[src/rtl/fixed_to_fp8.sv]
// rtl/fixed_to_fp8.sv - iterative signed fixed-point to fp8 {sign, exp[2:0], frac[3:0]} encoder
// Optional round-half-up on the guard bit: define FP8_ROUND_NEAREST_EN (default build truncates).
module fixed_to_fp8 #(
  parameter int IN_W   = 8,
  parameter int FRAC_W = 3,
  parameter int BIAS   = 3
) (
  input  logic            clk,
  input  logic            rst_n,
  input  logic [IN_W-1:0] in_data,
  input  logic            in_valid,
  output logic            in_ready,
  output logic [7:0]      out_data,
  output logic            out_valid,
  input  logic            out_ready,
  output logic            out_ovf,
  output logic            out_unf
);

  // k counts left shifts; it never exceeds IN_W-1
  localparam int K_W   = $clog2(IN_W);
  // exponent of the leading one before any shift has happened
  localparam int E_TOP = IN_W - 1 - FRAC_W + BIAS;
  // guard bit sits five places below the leading one; absent for narrow inputs
  localparam int G_IDX = (IN_W >= 6) ? IN_W - 6 : 0;

  typedef enum logic [1:0] {IDLE, NORM, PACK, OUT} state_t;

  state_t            state;
  logic              sign;
  logic [IN_W-1:0]   mag;
  logic [K_W-1:0]    k;

  logic [IN_W-1:0]   abs_in;
  logic [3:0]        frac;
  logic signed [7:0] exp_s;
  logic [3:0]        frac_r;
  logic signed [7:0] exp_r;
  logic [7:0]        pack_data;
  logic              pack_ovf;
  logic              pack_unf;
`ifdef FP8_ROUND_NEAREST_EN
  logic              guard;
  logic [4:0]        frac_sum;
`endif

  assign in_ready  = (state == IDLE);
  assign out_valid = (state == OUT);

  // magnitude of the operand; the most negative input maps to 2^(IN_W-1) naturally
  always_comb begin
    abs_in = in_data[IN_W-1] ? -in_data : in_data;
  end

  // fraction bits just below the normalised leading one, and the unbiased-to-biased exponent
  always_comb begin
    frac  = 4'(mag >> (IN_W - 5));
    exp_s = 8'(E_TOP) - 8'(k);
  end

`ifdef FP8_ROUND_NEAREST_EN
  // round half up: a carry out of the fraction bumps the exponent
  always_comb begin
    guard    = (IN_W >= 6) ? mag[G_IDX] : 1'b0;
    frac_sum = {1'b0, frac} + {4'b0000, guard};
    frac_r   = frac_sum[3:0];
    exp_r    = exp_s + 8'(frac_sum[4]);
  end
`else
  // truncation: the bits below the fraction are simply dropped
  always_comb begin
    frac_r = frac;
    exp_r  = exp_s;
  end
`endif

  // classify the final exponent into zero / flush / saturate / normal word
  always_comb begin
    pack_data = {sign, exp_r[2:0], frac_r};
    pack_ovf  = 1'b0;
    pack_unf  = 1'b0;
    if (mag == '0) begin
      pack_data = 8'h00;
    end else if (exp_r < 0) begin
      pack_data = 8'h00;
      pack_unf  = 1'b1;
    end else if (exp_r > 8'sd7) begin
      pack_data = {sign, 7'h7F};
      pack_ovf  = 1'b1;
    end
  end

  // control FSM: accept, shift left until the MSB is set, pack, hold until consumed
  always_ff @(posedge clk) begin
    if (!rst_n) begin
      state    <= IDLE;
      sign     <= 1'b0;
      mag      <= '0;
      k        <= '0;
      out_data <= 8'h00;
      out_ovf  <= 1'b0;
      out_unf  <= 1'b0;
    end else begin
      case (state)
        IDLE: begin
          if (in_valid) begin
            sign    <= in_data[IN_W-1];
            mag     <= abs_in;
            k       <= '0;
            out_ovf <= 1'b0;
            out_unf <= 1'b0;
            state   <= (in_data == '0) ? PACK : NORM;
          end
        end
        NORM: begin
          if (mag[IN_W-1]) begin
            state <= PACK;
          end else begin
            mag <= mag << 1;
            k   <= k + K_W'(1);
          end
        end
        PACK: begin
          out_data <= pack_data;
          out_ovf  <= pack_ovf;
          out_unf  <= pack_unf;
          state    <= OUT;
        end
        OUT: begin
          if (out_ready) state <= IDLE;
        end
        default: state <= IDLE;
      endcase
    end
  end

endmodule

[config.mk]
export PLATFORM = sky130hd
export DESIGN_NAME = fixed_to_fp8
export DESIGN_NICKNAME = d
export VERILOG_FILES = /design/src/rtl/fixed_to_fp8.sv
export SDC_FILE = /design/constraint.sdc
export NUM_CORES = 1
export LEC_CHECK = 0
export ABC_AREA = 0
export BUFFER_PORTS_ARGS = -buffer_cell sky130_fd_sc_hd__buf_2
export CORE_ASPECT_RATIO = 1.4
export CORE_MARGIN = 2
export CORE_UTILIZATION = 45
export DETAILED_ROUTE_END_ITERATION = 10
export GPL_ROUTABILITY_DRIVEN = 0
export GPL_TIMING_DRIVEN = 0
export PLACE_DENSITY_LB_ADDON = 0.3
export SYNTH_ARGS = -nofsm -noshare
export SYNTH_HDL_FRONTEND = slang
export SYNTH_SLANG_ARGS = --single-unit
[constraint.sdc]
create_clock -name clk -period 2.2 [get_ports clk]
set_input_delay 0.22 -clock clk [delete_from_list [all_inputs] [get_ports clk]]
set_output_delay 0.22 -clock clk [all_outputs]
set_load 0.1 [all_outputs]
# Word-level counts from Yosys, hierarchy flattened
# Cells that the tools add are included.
[totals]
ff_bits = 24
latch_bits = 0
ramBits = 0
rom_bits = 0
input_bits = 12
out_inout_bits = 12
wordCells = 53
mem_count = 0
[classes]
n_addsub = 3
mul = 0
n_div = 0
n_lt_le_gt_ge = 2
n_eq_ne = 7
shift = 0
n_mux = 23
bitwise = 0
reduce_logical = 10
[ops]
columns = ["cell", "n"]
rows = [
  ["8-bit 2-to-1 mux", 5],
  ["8-bit logical NOT", 2],
  ["8-bit case mux with 2 select lines", 1],
  ["2-bit 2-to-1 mux", 4],
  ["8-bit negation", 1],
  ["2-bit case mux with 4 select lines", 1],
  ["7-bit 2-to-1 mux", 1],
  ["1-bit 2-to-1 mux", 6],
  ["3-bit 2-to-1 mux", 2],
  ["2-bit != test, second input constant", 3],
  ["3-bit case mux with 2 select lines", 1],
  ["2-bit AND reduction", 3],
  ["3-bit AND reduction", 2],
  ["2-bit == test, second input constant", 2],
  ["4-bit > comparator, second input constant", 1],
  ["4-bit by 1-bit less-than comparator with 1-bit output, second input constant", 1],
  ["1-bit case mux with 2 select lines", 2],
  ["2-bit nonzero test", 2],
  ["3-bit by 3-bit subtractor with 4-bit output, first input constant", 1],
  ["3-bit by 1-bit adder with 3-bit output, second input constant", 1],
  ["2-bit by 1-bit == test with 1-bit output, second input constant", 1],
  ["2-bit logical NOT", 1],
  ["2-bit by 1-bit != test with 1-bit output, second input constant", 1],
]

# Depth between registers and ports, before layout
[depth]
ltp_word = 6
depth_mapped = 8

# Worst setup path after synthesis
# Ideal clock, no wire load.
[synth_timing]
kind = "flip-flop to flip-flop"
start = "reg state[1]"
end = "reg mag[6]"
setup_ns = 0.126
arrival_time_ns = 2.180
path_slack_ns = -0.107
stages_incl_launch_ff = 8
synth_period_minus_slack_ns = 2.307
path_cell_list = "dfxtp_1 -> inv_1 -> ha_1 -> buf_4 -> mux2i_1 -> a21oi_4 -> o211ai_1 -> a21oi_1"
[synth_via]
elab_chain_len = 3
[synth_lines]
columns = ["element", "line", "rtl"]
rows = [
  ["from (decl)", "29", "state_t state;"],
  ["from (signal assigned)", "112", "state <= (in_data == '0) ? PACK : NORM;"],
  ["2-bit logical NOT *", "-", ""],
  ["net in_ready", "12", "output logic in_ready,"],
  ["2-bit != test (no line) or 2-bit nonzero test (tied branches)", "-", ""],
  ["3-bit AND reduction (no line)", "-", ""],
  ["to (signal assigned)", "108", "mag <= abs_in;"],
  ["to (signal assigned)", "119", "mag <= mag << 1;"],
  ["to (decl)", "31", "logic [IN_W-1:0] mag;"],
]
# The timed path passes the listed nets; every way through them passes the cells marked *.
# A chain may end at the register's enable or synchronous reset.

# Final worst setup path
[layout_timing]
start = "reg state[0]"
end = "reg mag[6]"
[layout_via]
elab_chain_len = 3
[layout_lines]
columns = ["element", "line", "rtl"]
rows = [
  ["2-bit by 1-bit == test with 1-bit output or 2-bit logical NOT (tied branches)", "104", "case (state)"],
  ["2-bit != test (no line) or 2-bit nonzero test (tied branches)", "-", ""],
  ["3-bit AND reduction (no line)", "-", ""],
]
# Parallel ways exist; a longest one is shown, timed or not.

==> impl_metrics.env <==
export IMPL_r2r_start="state[0]$_SDFFE_PN0P_"
export IMPL_min_path_type="input port to register"
export IMPL_drc=0
export IMPL_fin_tns_setup_ns=0
export IMPL_hp_start="rst_n"
export IMPL_ioPinCount=24
export IMPL_coreArea_sq_mm=0.00282
export IMPL_r2r_cells=7
export IMPL_port_buffer_count=21
export IMPL_rsz0062_at_grt="false"
export IMPL_power_leakage_nw=0.625
export IMPL_dp_slack_ns=0.459
export IMPL_hold_buffers=0
export IMPL_drt_pass1_iter_count=4
export IMPL_synthToLayoutAreaGrowth_pct=15.0
export IMPL_yosys_top_cells_count="23 x dfxtp_1, 12 x inv_1, 10 x o21ai_0, 9 x nand2_1, 9 x nor2_1"
export IMPL_synth_area_leader_cell="dfxtp_1"
export IMPL_viasPerCell=5.47
export IMPL_synth_area_leaders="dfxtp_1 35%, ha_1 6.6%, mux2i_1 5.3%, o21ai_0 3.8%, inv_1 3.4%"
export IMPL_path_max_fanout=8
export IMPL_yosysMostFrequentCell="dfxtp_1"
export IMPL_min_to="mag[2]$_SDFFE_PN0P_"
export IMPL_synth_edf_count=0
export IMPL_status="finished, final reports clean"
export IMPL_place_hpwl_mm=2.31
export IMPL_max_freq_mhz=565
export IMPL_fin_area_sq_mm=0.00152
export IMPL_grt_max_degree=13
export IMPL_drtAntennaViolNets=0
export IMPL_cts_tree="yes"
export IMPL_switching_share_pct=48.8
export IMPL_final_min_clock_period_ns=1.77
export IMPL_combPwrFrac_pct=54.8
export IMPL_wl_per_cell_microns=13.9
export IMPL_insertion_delay_ns=0.27
export IMPL_netlist_area_sq_mm=0.00132
export IMPL_regArea_sq_um=460
export IMPL_cp_arrival_ns=1.92
export IMPL_tightest_slew_ns=0.476
export IMPL_final_max_slew_viol_count=0
export IMPL_layout_core_utilization_pct=53.9
export IMPL_power_total_mw=1.96
export IMPL_nets=198
export IMPL_die_area_sq_mm=0.00339
export IMPL_placed_cell_area_sq_mm=0.00148
export IMPL_finalClockSkew_ns=0.00288
export IMPL_clockBufferDepth=2
export IMPL_p_seq_share_pct=31.5
export IMPL_grt_pass1_wl_mm=5.15
export IMPL_cp_end_kind="register"
export IMPL_htreeDepth=1
export IMPL_yosys_cell_types_count=45
export IMPL_hold_path_depth=3
export IMPL_internal_power_mw=1.00
export IMPL_crit_type="register to register"
export IMPL_antenna_cells=0
export IMPL_cts_buffers=3
export IMPL_required_ns=2.35
export IMPL_multiInputGateArea_sq_um=774
export IMPL_ys_ff_latch=23
export IMPL_synth_top_area_share_pct=34.8
export IMPL_postCtsSetupRepairBufs=0
export IMPL_synth_main_ff_cell="dfxtp_1"
export IMPL_start_kind="register"
export IMPL_initial_core_util_pct=46.9
export IMPL_dp_cells=211
export IMPL_ys_seq_area_share_pct=34.8
export IMPL_avgSynthCellArea_sq_um=8.64
export IMPL_die_w_microns=49.8
export IMPL_hold_viol=0
export IMPL_netlist_instances=153
export IMPL_dieHeight_microns=68.1
export IMPL_relSlewSlack_pct=67.4
export IMPL_grt_use_total_pct=19.7
export IMPL_power_density_mw_per_mm2=1290
export IMPL_switchingPower_mw=0.955
export IMPL_synth_nets=172
export IMPL_drtIter0Drc=26
export IMPL_stdcell_count=215
export IMPL_antenna_found_initial=0
export IMPL_cts_sinks=23
export IMPL_grt_overflow=0
export IMPL_final_layout_size_suffix_gt1_share_pct=21.3
export IMPL_ir_drop_uv=523
export IMPL_clk_pin_slew_ns=0.08
export IMPL_async_flop_share_pct=0
export IMPL_grt_pass1_vias=1125
export IMPL_fillCellCount=303
export IMPL_fin_hold_ws_ns=0.236
export IMPL_layout_setup_ws_ns=0.431
export IMPL_cts_resized=0
export IMPL_period_share_pct=80.4
export IMPL_setup_violations=0
export IMPL_clockRootBuffer="clkbuf_8"
export IMPL_r2r_end="mag[6]$_SDFFE_PN0P_"
export IMPL_routed_wl_mm=2.98
export IMPL_vias=1176
export IMPL_ys_warnings_count=0
export IMPL_row_count=23
export IMPL_power_frac_clock_pct=13.8
export IMPL_startpoint="state[0]$_SDFFE_PN0P_"
export IMPL_r2r_setup_slack_ns=0.43
export IMPL_cap_viol_max_count=0
[power groups by stage]
| stage | Sequential [mW] | Combinational (mW) | Clock, mW |
|---|---|---|---|
| 2_1_floorplan | 0.766 | 0.739 | 0 |
| 3_3_place_gp | 0.620 | 1.05 | 0 |
| 3_5_place_dp | 0.626 | 1.08 | 0 |
| 4_1_cts | 0.617 | 1.08 | 0.269 |
| 5_1_grt | 0.632 | 1.17 | 0.286 |
| 6_report | 0.617 | 1.07 | 0.270 |
[layout by cell type, fill, tap and decap left out, types with 2 or more instances in the layout]
cell type | synthesis | routed
buf_2 | 3 | 24
dfxtp_1 | 23 | 23
inv_1 | 12 | 12
o21ai_0 | 10 | 10
nor2_1 | 9 | 9
nand2_1 | 9 | 9
mux2i_1 | 7 | 7
nand2b_1 | 7 | 7
a21oi_1 | 7 | 7
ha_1 | 7 | 6
clkbuf_1 | 3 | 4
and2_1 | 4 | 4
nor2b_1 | 3 | 3
o31ai_1 | 3 | 3
nor3_1 | 3 | 3
xor2_1 | 3 | 3
a31oi_1 | 3 | 3
o22ai_1 | 3 | 3
clkbuf_8 | 0 | 3
o211ai_1 | 2 | 2
buf_4 | 2 | 2
a22oi_1 | 2 | 2
o2111ai_1 | 2 | 2
nand3_1 | 2 | 2
a2bb2oi_1 | 2 | 2
o21ai_1 | 2 | 2
[layer usage]
layer	global-route usage, %	up-vias	share of wire [%]
li1	-	588	-
met1	23.1	551	40
met2	37.0	33	54
met3	1.97	4	4.8
met4	7.29	0	1.4
met5	0	-	0
[critical path, stage by stage (launching register included)]
cell and delay (ns):
dfxtp_1 0.38, inv_1 0.08, ha_2 0.18, buf_4 0.17, nor2b_1 0.19, or4b_1 0.48, o211ai_1 0.11, a21oi_1 0.06
[how the worst max path moves through the flow]
stage                               end  slack, ns  cells past startpoint
finish              mag[6]$_SDFFE_PN0P_       0.43                      7
global placement    mag[5]$_SDFFE_PN0P_       0.46                      7
detailed placement  mag[6]$_SDFFE_PN0P_       0.46                      7
CTS                 mag[6]$_SDFFE_PN0P_       0.43                      7
global route        mag[5]$_SDFFE_PN0P_       0.25                      7
floorplan           mag[6]$_SDFFE_PN0P_       0.21                      7
[final cells by class]
class	count	share of cell area [%]
buffer	9	2.96
clock buffer	4	2.96
inverter	12	2.96
multi-input combinational	109	50.9
sequential	23	30.3
tap	37	3.04
timing repair buffer	21	6.91
[registers in the layout, summed over array words and instances (netlist names)]
signal and cells:
k 3, sign 1, out_data 8, state 2, out_ovf 1, mag 8
[cells by family after synthesis]
group                      synth area share, %
buffers and inverters                     6.81
adders and majority gates                 6.62
other                                    0.284
xor gates and xnor gates                  2.65
DFF                                       34.8
AOI/OAI and AO/OA                         21.3
muxes                                     6.15
and+or+nand+nor                           21.4
Note: power is estimated with default switching activity, not from simulation.
